**config.mk**
```make
export PLATFORM = sky130hd
export DESIGN_NAME = ctrl_word_pipe
export DESIGN_NICKNAME = d
export VERILOG_FILES = /design/src/rtl/ctrl_word_pipe.sv
export SDC_FILE = /design/constraint.sdc
export NUM_CORES = 1
export LEC_CHECK = 0
export ABC_AREA = 1
export BUFFER_PORTS_ARGS = -buffer_cell sky130_fd_sc_hd__buf_4
export CAP_MARGIN = 20
export CORE_AREA = 4 4 121 123
export DETAILED_ROUTE_END_ITERATION = 6
export DIE_AREA = 0 0 125 127
export GPL_ROUTABILITY_DRIVEN = 0
export HOLD_SLACK_MARGIN = 0.15
export PLACE_DENSITY = 0.92
export SYNTH_ARGS = -nofsm -noshare
export SYNTH_HDL_FRONTEND = slang
export SYNTH_SLANG_ARGS = --single-unit
```
**constraint.sdc**
```tcl
create_clock -name clk -period 6.8 [get_ports clk]
set_input_delay 0.34 -clock clk [delete_from_list [all_inputs] [get_ports clk]]
set_output_delay 0.34 -clock clk [all_outputs]
set_load 0.05 [all_outputs]
```
**src/rtl/ctrl_word_pipe.sv**
```systemverilog
// rtl/ctrl_word_pipe.sv - elastic control-word pipeline with flush, bubble collapse and hazard match
module ctrl_word_pipe #(
  parameter int WIDTH = 64,
  parameter int DEPTH = 3
) (
  input  logic                       clk,
  input  logic                       rst,
  input  logic                       in_valid,
  output logic                       in_ready,
  input  logic [WIDTH-1:0]           in_payload,
  input  logic [4:0]                 in_rd,
  input  logic                       in_regwrite,
  output logic                       out_valid,
  input  logic                       out_ready,
  output logic [WIDTH-1:0]           out_payload,
  output logic [4:0]                 out_rd,
  output logic                       out_regwrite,
  input  logic [DEPTH-1:0]           flush_mask,
  input  logic [4:0]                 q_rs1,
  input  logic [4:0]                 q_rs2,
  output logic [DEPTH-1:0]           match_rs1,
  output logic [DEPTH-1:0]           match_rs2,
  output logic [$clog2(DEPTH+1)-1:0] occupancy
);

  localparam int OW = $clog2(DEPTH + 1);

  logic [DEPTH-1:0] valid_q, valid_d;
  logic [WIDTH-1:0] payload_q [DEPTH];
  logic [WIDTH-1:0] payload_d [DEPTH];
  logic [4:0]       rd_q [DEPTH];
  logic [4:0]       rd_d [DEPTH];
  logic [DEPTH-1:0] regwrite_q, regwrite_d;
  logic [OW-1:0]    occupancy_q, occupancy_d;
  logic [DEPTH-1:0] adv;
  logic             accept;

  // A stage only stalls when it sits in an unbroken run of valid stages
  // reaching the head while the consumer is not ready.
  always_comb begin
    logic full_run;
    adv      = '0;
    full_run = 1'b1;
    for (int k = DEPTH - 1; k >= 0; k--) begin
      full_run = full_run & valid_q[k];
      adv[k]   = valid_q[k] & (out_ready | ~full_run);
    end
  end

  assign in_ready = ~valid_q[0] | adv[0];
  assign accept   = in_valid & in_ready;

  always_comb begin
    valid_d       = '0;
    regwrite_d    = regwrite_q;
    payload_d     = payload_q;
    rd_d          = rd_q;
    valid_d[0]    = (accept | (valid_q[0] & ~adv[0])) & ~flush_mask[0];
    if (accept) begin
      payload_d[0]  = in_payload;
      rd_d[0]       = in_rd;
      regwrite_d[0] = in_regwrite;
    end
    for (int k = 1; k < DEPTH; k++) begin
      valid_d[k] = (adv[k-1] | (valid_q[k] & ~adv[k])) & ~flush_mask[k];
      if (adv[k-1]) begin
        payload_d[k]  = payload_q[k-1];
        rd_d[k]       = rd_q[k-1];
        regwrite_d[k] = regwrite_q[k-1];
      end
    end
  end

  always_comb begin
    occupancy_d = '0;
    for (int k = 0; k < DEPTH; k++) begin
      occupancy_d = occupancy_d + OW'(valid_d[k]);
    end
  end

  always_ff @(posedge clk) begin
    if (rst) begin
      valid_q     <= '0;
      occupancy_q <= '0;
    end else begin
      valid_q     <= valid_d;
      occupancy_q <= occupancy_d;
    end
    regwrite_q <= regwrite_d;
    for (int k = 0; k < DEPTH; k++) begin
      payload_q[k] <= payload_d[k];
      rd_q[k]      <= rd_d[k];
    end
  end

  // Matches use pre-edge state, so a stage being flushed this cycle still reports.
  always_comb begin
    match_rs1 = '0;
    match_rs2 = '0;
    for (int k = 0; k < DEPTH; k++) begin
      match_rs1[k] = valid_q[k] & regwrite_q[k] & (rd_q[k] == q_rs1) & (q_rs1 != 5'd0);
      match_rs2[k] = valid_q[k] & regwrite_q[k] & (rd_q[k] == q_rs2) & (q_rs2 != 5'd0);
    end
  end

  assign out_valid    = valid_q[DEPTH-1];
  assign out_payload  = payload_q[DEPTH-1];
  assign out_rd       = rd_q[DEPTH-1];
  assign out_regwrite = regwrite_q[DEPTH-1];
  assign occupancy    = occupancy_q;

endmodule

```
* Word level (Yosys, flattened, before mapping)
Cells that the tools add are included.
** Cells by class
- Add/subtract/negate cells :: 2
- Eq/ne operators :: 6
- Bitwise logic cells :: 44
- Reduce and logical (&&, ||, !) cells :: 2
** Operators with widths (count)
- 5-bit equality test :: 6
- 1-bit AND :: 27
- 1-bit NOT :: 10
- 5-bit nonzero test :: 2
- 1-bit OR :: 7
- 1-bit by 1-bit adder with 2-bit output :: 1
- 2-bit by 1-bit adder with 2-bit output :: 1
** Storage, ports and cells
- Register bits :: 215
- Bits of input ports :: 87
- Output and inout port bits :: 80
- Word-level logic and storage cells :: 65

* Depth between registers and ports, before layout
- Word-level depth :: 11
- Gate-level depth with buffers :: 8
- Gate-level depth less buffers :: 8

* Worst setup path before layout
No wires, ideal clock.
- Path kind :: flip-flop to flip-flop
- Start :: reg valid_q[2]
- End :: reg payload_q[128] (netlist bit), enable pin
- Library setup time :: 521 ps
- Arrival :: 4191 ps
- Data required time :: 6279 ps
- Slack :: 2088 ps
- Cell stages (with the launch flop) :: 4
- Path buffers :: 0
- Clock period less this slack :: 4712 ps
- Cell sequence :: dfxtp_1 > nand3_1 > inv_1 > a21oi_1
** Between the ends
- Cells in the longest elaborated chain, start to end :: 7
** Ends and longest elaborated chain
- start, declared :: line 28 : logic [DEPTH-1:0] valid_q, valid_d;
- start signal, assigned :: line 86 : valid_q <= valid_d;
- 1-bit AND (2 in a row) :: line 45 : full_run = full_run & valid_q[k];
- 1-bit NOT :: line 46 : adv[k] = valid_q[k] & (out_ready | ~full_run);
- 1-bit OR :: line 46
- 1-bit AND :: line 46
- 1-bit OR :: line 50 : assign in_ready = ~valid_q[0] | adv[0];
- 1-bit AND :: line 51 : assign accept = in_valid & in_ready;
- net accept :: line 36 : logic accept;
- end signal, assigned by index :: line 91 : payload_q[k] <= payload_d[k];
- end, declared :: line 29 : logic [WIDTH-1:0] payload_q [DEPTH];
The timed path passes the listed nets, and every way through them passes these cells.
A chain may end at the register's enable or synchronous reset.

* Worst setup path in the final report
- Start :: reg valid_q[0]
- End :: out match_rs1[0]
** Between the ends
- Cells in the longest elaborated chain, start to end :: 3
** Ends and longest elaborated chain
- 1-bit AND (3 in a row) :: line 101 : match_rs1[k] = valid_q[k] & regwrite_q[k] & (rd_q[k] == q_rs1) & (q_rs1 != 5'd0);
- end, declared :: line 21 : output logic [DEPTH-1:0] match_rs1,
Every way passes these cells.

==> flow_summary.yaml <==
outcome:
  status: "finished clean"
finish:
  final_cell_mix: "edfxtp_1, buf_4, nand2_1, dlygate4sd3_1, nor2_1"
  fin_nets: 757
  layout_commonest_cell: "edfxtp_1"
  n_fill_cell: 772
  final_design_area_no_fill_um2: 10100
  fin_cells: 863
  layout-drive-gt1-share: 0.322
  diodes: 0
  area_growth_syn_to_layout_pct: 31.8
synth:
  netlist_area_um2: 7690
  syn_nets: 559
  synth-seq-cells: 215
  syn_area_per_cell_um2: 16.3
  synth_cell_type_count: 15
  yosysWarnings: 0
  synth_seq_area_share: 0.833
  synthCells: 471
floorplan:
  dieArea_um2: 15900
  die_width_um: 125
  start_util: 0.563
  ios: 167
  core_area_um2: 13700
  fp-row-count: 43
  fp.dieH_um: 127
hold_path:
  holdCritPathClass: "input port to flop"
global_route:
  grt_overflow: 0
  grt_pass1_wl_um: 22500
  grt_use_total: 0.180
  antenna_found_initial: 0
  grt_max_degree: 71
  grt_pass1_vias: 4277
route:
  via_per_inst: 4.75
  vias: 4101
  remaining_drc_errors: 0
  routedWlPerCell_um: 16.8
  postRouteAntennaNets: 0
  first_pass_iters: 5
  drtIter0Drc: 380
  drt_wl_total_um: 14500
setup_path:
  critPathKind: "flop to output port"
  cp_data_required_time_ns: 6.46
  crit_fanout: 4
  rrSetupSlack_ns: 4.87
  start_kind: "flop"
  arrival_ns: 1.64
  crit_path_end_kind: "output port"
pwr:
  p_sw_mw: 0.521
  p_total_mw: 2.80
  seqPwrFrac: 0.541
  switching_share: 0.186
  p_per_area_nw_per_um2: 276
  power.leakage_nw: 4.02
  p_clk_frac: 0.406
  internal-power_mw: 2.27
  combPwrFrac: 0.053
  vdd_ir_drop_max_mv: 0.260
clock_tree:
  postCtsSetupRepairBufs: 0
  cts_tree: "done"
  cts_buffers: 20
  clkTransAtPathRegs_ns: 0.06
  htreeDepth: 1
  clkSinkCount: 215
  clk_latency_ns: 0.47
  cts_resized: 0
  clockBufferDepth: 3
  cts_root_buffer: "clkbuf_16"
placed_design:
  portBuffers: 166
  dp.cells: 751
  preCtsSetupSlack_ns: 4.78
  dp_hpwl_um: 8730
  dpl_cell_area_um2: 8690
timing:
  layout_setup_ws_ns: 4.82
  worst_pin_slew_ns: 0.912
  finalSetupTns_ns: 0
  slew_violations: 0
  hold_viol: 0
  fin_crit_sh: 0.292
  max_slew_margin: 0.392
  rsz0062_at_grt: "no"
  setup_viol: 0
  fmax_ghz: 0.504
  min_period_ns: 1.98
  clock_skew_ns: 0.00766
job:
  maxCapViolCount: 0
==> synth_stat cells, drive strengths merged <==
library cell    n  area, um2
edfxtp        210       6310
nand2         105        399
buf            69        518
inv            37        139
nor2           35        146
dfxtp           5        100
a21oi           3       15.0
nand4           3       18.8
a211oi          1       7.51
fa              1       20.0
nand3           1       5.00
nor3b           1       12.5
==> final timing paths <==
path / start / end / cells after the start
worst min register to register: payload_q[118] / out_payload[54] / 0
worst max register to register: valid_q[1] / payload_q[139] / 4
worst max-delay path: valid_q[0] / match_rs1[0] / 7
worst min-delay path: in_valid / valid_q[0] / 5
==> state kept, by name, indices dropped and copies added, names as in the netlist <==
register	count
payload_q	128
out_payload	64
rd_q	10
out_rd	5
regwrite_q	3
valid_q	3
occupancy	2
==> metrics by stage <==
| stage | hold WS (ns) | util |
|---|---|---|
| final | 0.360 | 0.742 |
| after global routing | 0.364 | 0.742 |
| after CTS | 0.326 | 0.742 |
| after detailed placement | 0.405 | 0.636 |
| after global placement | 0.401 | 0.636 |
| after floorplan | 0.400 | - |
==> layer usage <==
layer  routed length [um]  track usage  vias to the layer above
li1                     -            -                     1952
met1                 5390        0.214                     1935
met2                 7590        0.323                      180
met3                 1200       0.0543                       34
met4                  307       0.0485                        0
met5                    0            0                        -
==> repair_timing <==
item                                    in CTS  in global routing
endpoints found under the setup margin       0                  0
hold buffers                                76                  0
hold endpoints to repair                    75                  0
==> final cells by class <==
class                      instances  area, um2  share of cell area
clock buffer                      29        576              0.0568
tap                              180        225              0.0222
clock inverter                     7        108              0.0106
sequential                       215       6410               0.632
multi-input combinational        150        651              0.0642
inverter                          37        139              0.0137
timing repair buffer             245       2030               0.200
==> power groups by stage <==
stage	registers [mW]	logic (mW)	clock network (mW)
2_1_floorplan	1.54	0.0511	0
3_3_place_gp	1.54	0.105	0
3_5_place_dp	1.54	0.110	0
4_1_cts	1.51	0.145	1.16
5_1_grt	1.51	0.159	1.22
6_report	1.51	0.147	1.14
==> logic make-up (layout without fill, tap and decap cells) <==
| logic type | count (synthesis) | in the layout | share of synthesized area |
|---|---|---|---|
| AND/OR/NAND/NOR | 145 | 145 | 0.0757 |
| AO/OA/AOI/OAI | 4 | 4 | 0.00293 |
| adder cells (fa/ha/maj) | 1 | 1 | 0.00260 |
| flip-flops | 215 | 215 | 0.833 |
| buffers and inverters | 106 | 318 | 0.0854 |
==> worst max-delay path, stage by stage (launching register included) <==
cell	delay [ns]
dfxtp_1	0.46
nand2_1	0.11
inv_2	0.07
nand2_1	0.04
nor2_1	0.09
nand2_1	0.06
nor2_1	0.13
buf_4	0.22
No activity file was read; power rests on OpenSTA's default activity.
